$ cat src/rtl/tl_ul_port_arbiter.sv
// Two-requester TL-UL A-channel arbiter with per-source outstanding limits and D-channel routing.
// Define TL_ARB_ROUND_ROBIN_EN for round-robin arbitration; default is fixed priority (port 0 wins).
module tl_ul_port_arbiter #(
  parameter int MAX_OUTSTANDING = 2
) (
  input  logic        clock,
  input  logic        reset,

  input  logic        in0_a_valid,
  output logic        in0_a_ready,
  input  logic [2:0]  in0_a_opcode,
  input  logic [3:0]  in0_a_size,
  input  logic [31:0] in0_a_address,
  input  logic [3:0]  in0_a_mask,
  input  logic [31:0] in0_a_data,

  input  logic        in1_a_valid,
  output logic        in1_a_ready,
  input  logic [2:0]  in1_a_opcode,
  input  logic [3:0]  in1_a_size,
  input  logic [31:0] in1_a_address,
  input  logic [3:0]  in1_a_mask,
  input  logic [31:0] in1_a_data,

  output logic        out_a_valid,
  input  logic        out_a_ready,
  output logic [2:0]  out_a_opcode,
  output logic [3:0]  out_a_size,
  output logic        out_a_source,
  output logic [31:0] out_a_address,
  output logic [3:0]  out_a_mask,
  output logic [31:0] out_a_data,

  input  logic        out_d_valid,
  output logic        out_d_ready,
  input  logic [2:0]  out_d_opcode,
  input  logic [3:0]  out_d_size,
  input  logic        out_d_source,
  input  logic [31:0] out_d_data,

  output logic        in0_d_valid,
  input  logic        in0_d_ready,
  output logic [2:0]  in0_d_opcode,
  output logic [3:0]  in0_d_size,
  output logic [31:0] in0_d_data,

  output logic        in1_d_valid,
  input  logic        in1_d_ready,
  output logic [2:0]  in1_d_opcode,
  output logic [3:0]  in1_d_size,
  output logic [31:0] in1_d_data
);

  localparam logic [2:0] MAX_CNT = 3'(MAX_OUTSTANDING);

  typedef enum logic {
    ARB_OPEN,
    ARB_LOCKED
  } lock_state_e;

  lock_state_e state_q, state_d;
  logic        lock_src_q;
  logic [2:0]  cnt0_q, cnt1_q, cnt0_d, cnt1_d;
  logic        elig0, elig1, grant, a_fire, d_fire;
  logic        inc0, inc1, dec0, dec1;

`ifdef TL_ARB_ROUND_ROBIN_EN
  logic last_q;

  always_ff @(posedge clock) begin
    if (reset)       last_q <= 1'b1;
    else if (a_fire) last_q <= grant;
  end
`endif

  // Grant selection; a stalled beat keeps the previously chosen source.
  always_comb begin
    elig0 = in0_a_valid && (cnt0_q < MAX_CNT);
    elig1 = in1_a_valid && (cnt1_q < MAX_CNT);
    grant = 1'b0;
    if (state_q == ARB_LOCKED) begin
      grant = lock_src_q;
    end else begin
`ifdef TL_ARB_ROUND_ROBIN_EN
      if (elig0 && elig1) grant = ~last_q;
      else                grant = ~elig0;
`else
      grant = ~elig0;
`endif
    end
  end

  always_comb begin
    out_a_valid   = ~reset & (grant ? elig1 : elig0);
    out_a_source  = grant;
    out_a_opcode  = grant ? in1_a_opcode  : in0_a_opcode;
    out_a_size    = grant ? in1_a_size    : in0_a_size;
    out_a_address = grant ? in1_a_address : in0_a_address;
    out_a_mask    = grant ? in1_a_mask    : in0_a_mask;
    out_a_data    = grant ? in1_a_data    : in0_a_data;
    in0_a_ready   = ~reset & out_a_ready & ~grant & elig0;
    in1_a_ready   = ~reset & out_a_ready &  grant & elig1;
    a_fire        = out_a_valid & out_a_ready;

    state_d = ARB_OPEN;
    if (out_a_valid && !out_a_ready) state_d = ARB_LOCKED;
  end

  always_ff @(posedge clock) begin
    if (reset) begin
      state_q    <= ARB_OPEN;
      lock_src_q <= 1'b0;
    end else begin
      state_q    <= state_d;
      lock_src_q <= grant;
    end
  end

  always_comb begin
    out_d_ready  = ~reset & (out_d_source ? in1_d_ready : in0_d_ready);
    in0_d_valid  = ~reset & out_d_valid & ~out_d_source;
    in1_d_valid  = ~reset & out_d_valid &  out_d_source;
    in0_d_opcode = out_d_opcode;
    in0_d_size   = out_d_size;
    in0_d_data   = out_d_data;
    in1_d_opcode = out_d_opcode;
    in1_d_size   = out_d_size;
    in1_d_data   = out_d_data;
    d_fire       = out_d_valid & out_d_ready;
  end

  // Decrement is suppressed at zero so a stray response cannot wrap the count.
  always_comb begin
    inc0 = a_fire & ~grant;
    inc1 = a_fire &  grant;
    dec0 = d_fire & ~out_d_source & (cnt0_q != '0);
    dec1 = d_fire &  out_d_source & (cnt1_q != '0);
    cnt0_d = cnt0_q;
    cnt1_d = cnt1_q;
    if (inc0 && !dec0)      cnt0_d = cnt0_q + 3'd1;
    else if (dec0 && !inc0) cnt0_d = cnt0_q - 3'd1;
    if (inc1 && !dec1)      cnt1_d = cnt1_q + 3'd1;
    else if (dec1 && !inc1) cnt1_d = cnt1_q - 3'd1;
  end

  always_ff @(posedge clock) begin
    if (reset) begin
      cnt0_q <= '0;
      cnt1_q <= '0;
    end else begin
      cnt0_q <= cnt0_d;
      cnt1_q <= cnt1_d;
    end
  end

endmodule

$ cat config.mk
export PLATFORM = sky130hd
export DESIGN_NAME = tl_ul_port_arbiter
export DESIGN_NICKNAME = d
export VERILOG_FILES = /design/src/rtl/tl_ul_port_arbiter.sv
export SDC_FILE = /design/constraint.sdc
export NUM_CORES = 1
export LEC_CHECK = 0
export CELL_PAD_IN_SITES_DETAIL_PLACEMENT = 0
export CELL_PAD_IN_SITES_GLOBAL_PLACEMENT = 1
export CORE_AREA = 2 2 137 139
export CTS_BUF_LIST = sky130_fd_sc_hd__clkbuf_4 sky130_fd_sc_hd__clkbuf_8 sky130_fd_sc_hd__clkbuf_16
export CTS_CLUSTER_DIAMETER = 50
export DETAILED_ROUTE_END_ITERATION = 6
export DIE_AREA = 0 0 139 141
export PLACE_DENSITY_LB_ADDON = 0.1
export SYNTH_ARGS = -nofsm -noshare
export SYNTH_HDL_FRONTEND = slang
export SYNTH_SLANG_ARGS = --single-unit
$ cat constraint.sdc
create_clock -name clock -period 2.4 [get_ports clock]
set_input_delay 0.48 -clock clock [delete_from_list [all_inputs] [get_ports clock]]
set_output_delay 0.48 -clock clock [all_outputs]
set_load 0.1 [all_outputs]
==> metrics.md <==
| Metric | Value |
|---|---|
| Row Count | 50 |
| Die W | 139 um |
| Top delay family on crit path | buffers and inverters |
| Rel. slew slack | 80.40% |
| Total gr overflow | 0 |
| Worst path most repeated cell | buf_12 |
| Distinct cells, synth | 26 |
| Syn Inst Count | 215 |
| Peak VDD IR | 0.3005 mV |
| R2R cell count | 12 |
| Die Y | 141 um |
| Synth Net Count | 417 |
| Crit path capture type | primary output |
| Pin count of the biggest net entering global routing | 9 |
| Main synth FF type | dfxtp_1 |
| Min-delay worst type | reg2reg |
| Layout area overhead | 200.6% |
| Crit path depth | 8 |
| I/O pins | 358 |
| Worst-path cell chain | or3b_4 -> mux2i_4 -> buf_12 -> buf_12 -> buf_12 -> buf_16 -> mux2_4 -> buf_12 |
| Fillers | 1834 |
| Core ar. | 18270 um^2 |
| Final hold vios | 0 |
| Footprint of the multi-input gates | 1524 um^2 |
| Tot GR Track Use | 11.69% |
| Crit path launch type | flip-flop |
| Initial core utilization | 10.78% |
| Kind of critical path | reg2out |
| LEAKAGE | 2.579 nW |
| Synth warnings | 0 |
| Sequential area share after synthesis | 8.132% |
| Ys async rst share | 0% |
| Termination of the worst setup path | out_a_data[20] |
| Vias per cell | 3.515 |
| Detailed Routing Iterations Pass 1 | 4 |
| Routed Antenna Nets | 0 |
| Full die area | 19600 um^2 |
| Initial DRC count | 28 |
| Reg-to-reg setup timing slack | -0.08 ns |
| RSZ-0062 raised after global routing | true |
| Synth Register Bits | 8 |
| Drt wl/cell | 18.62 um |
| Buf+Inv Stages, Crit Path | 5 |
| Commonest non-fill, non-tap cells in the layout | 155 x clkdlybuf4s50_1, 91 x buf_12, 75 x mux2_4, 15 x buf_4, 8 x buf_16 |
| Crit-path slowest cell | or3b_4 |
| Setup Viol. Count Final | 77 |
| Fin crit share | 109.6% |
| Detailed Route WL | 12030 um |
| I/O Buffers | 240 |
| Final Cell Area | 5919 um^2 |
| Least-Margin Pin Slew | 0.2940 ns |
| Routed via count | 2271 |
| Total CTS buffers | 3 |
| CTS tree | yes |
| Number of flops mapped to enable cells by yosys | 0 |
| Placed Area | 5112 um^2 |
| CP max stage delay | 0.40 ns |
| Worst skew pair latency | 0.23 ns |
| Clk slew on worst S/H paths | 0.04 ns |
| Global placer's final weighted congestion | 0.7064 |
| Mapped Area | 1969 um^2 |
| Max cap viols | 0 |
| HPWL after detailed placement | 9486 um |
| Root buffer cell | clkbuf_16 |
| Clock sink total | 8 |
| Layout cells sized above 1 | 53.64% |
| Total number of H-tree levels | 1 |
| Final Skew | 0.0006360 ns |
| Status | finished with violations |
| Fin nets | 616 |
| Max Slew Vio Count | 0 |
| Worst r2r src | state_q |
| ANT cells | 0 |
| First-pass GRT wire length | 17440 um |
| Most common cell after layout, fill and taps aside | clkdlybuf4s50_1 |
| Failing checks | negative setup slack |
| Maximum root-to-sink buffer count | 2 |
| CP Max Fanout | 6 |
| Fmax | 380.1 MHz |
| Initial antenna violation count | 0 |
| CP startpoint | cnt0_q[2] |
| Vias in the first global route | 2758 |
| Power per standard cell area | 656.7 nW/um^2 |
| Layout Utilization | 32.40% |
| Worst R2R End | cnt1_q[2] |
| Register area | 161.4 um^2 |
| Min Tclk post-route | 2.631 ns |
| # DRC | 0 |
| WP data arrival | 2.15 ns |
| Post-route setup slack | -0.2311 ns |
| Mean Syn Cell Area | 9.160 um^2 |
| Critical Path RT | 1.92 ns |
[sequential cells by signal, indices dropped and copies added, names as in the netlist]
signal	count
lock_src_q	1
cnt1_q	3
cnt0_q	3
state_q	1
[routing by layer]
| layer | global-route usage, % | vias to the layer above | part of all wire, % |
|---|---|---|---|
| li1 | - | 1060 | - |
| met1 | 13.28 | 1044 | 37 |
| met2 | 22.74 | 161 | 56 |
| met3 | 2.955 | 6 | 7.3 |
| met4 | 1.063 | 0 | 0.35 |
| met5 | 0 | - | 0 |
[final cells by class]
| type | instances | share of cell area, % |
|---|---|---|
| Clock buffer | 3 | 1.268 |
| Inverter | 4 | 0.2536 |
| Multi-Input combinational cell | 116 | 25.75 |
| Sequential cell | 8 | 2.727 |
| Tap cell | 234 | 4.946 |
| Timing Repair Buffer | 281 | 65.06 |
[cells by family after synthesis]
family / Yosys count / share of synthesized area, %
multiplexers: 79 / 45.55
flip-flops: 8 / 8.132
buffers and inverters: 91 / 32.72
AO/OA/AOI/OAI: 7 / 2.161
XOR/XNOR: 4 / 1.779
AND/OR/NAND/NOR: 22 / 6.354
adder cells (fa/ha/maj): 4 / 3.304
[power by group]
group / internal, mW / total, mW / switching, mW / leakage, nW
Combinational: 1.54 / 3.45 / 1.90 / 2.48
Sequential: 0.146 / 0.157 / 0.0117 / 0.0659
Clock: 0.215 / 0.284 / 0.0691 / 0.0370
[stage by stage]
stage / std cells / setup slack, ns / setup TNS, ns / power [mW] / hold WS [ns]
final: 646 / -0.2311 / -14.41 / 3.887 / 0.5031
after global routing: 646 / -0.2970 / -19.52 / 4.008 / 0.5372
after CTS: 651 / -0.2791 / -15.90 / 3.970 / 0.5104
after detailed placement: 622 / -0.6175 / -43.60 / 3.168 / 0.4992
after global placement: 622 / -0.5841 / -42.70 / 3.167 / 0.4919
after floorplan: 215 / -0.07173 / -0.2635 / 2.528 / 0.4671
[repair_timing]
item / in CTS / in global routing
setup buffers: 17 / 0
pin swaps: 9 / 6
cloned: 9 / 0
setup endpoints to repair: 83 / 81
hold buffers: 0 / 0
gates resized for setup: 108 / 10
[worst min-delay path by stage]
| stage | start | endpoint | slack [ns] | cells after the start |
|---|---|---|---|---|
| 2_1_floorplan | cnt1_q[2] | cnt1_q[2] | 0.47 | 2 |
| 3_5_place_dp | cnt1_q[2] | cnt1_q[2] | 0.50 | 2 |
| 4_1_cts | cnt1_q[2] | cnt1_q[2] | 0.51 | 2 |
| 5_1_grt | cnt1_q[2] | cnt1_q[2] | 0.54 | 2 |
| 6_report | cnt1_q[2] | cnt1_q[2] | 0.50 | 2 |
| 3_3_place_gp | cnt1_q[2] | cnt1_q[2] | 0.49 | 2 |
[Yosys cell counts (2+ instances only)]
cell	n	share of area [%]
mux2_2	68	39
a21oi_1	2	0.51
mux2_1	7	4.0
ha_1	2	1.3
nor2_1	8	1.5
or3_1	5	1.6
inv_1	4	0.76
nor4_1	2	0.64
buf_4	78	30
xor2_1	4	1.8
mux2i_1	3	1.5
fa_1	2	2.0
o21ai_0	2	0.51
nor2b_1	2	0.64
dfxtp_1	8	8.1
buf_2	8	2.0
[tightest hold or removal path, delay by kind of cell (launching register included)]
kind | cells | cell delay, ns
flip-flops | 1 | 0.32
AO/OA/AOI/OAI | 2 | 0.14
(Power assumes the default switching activity.)
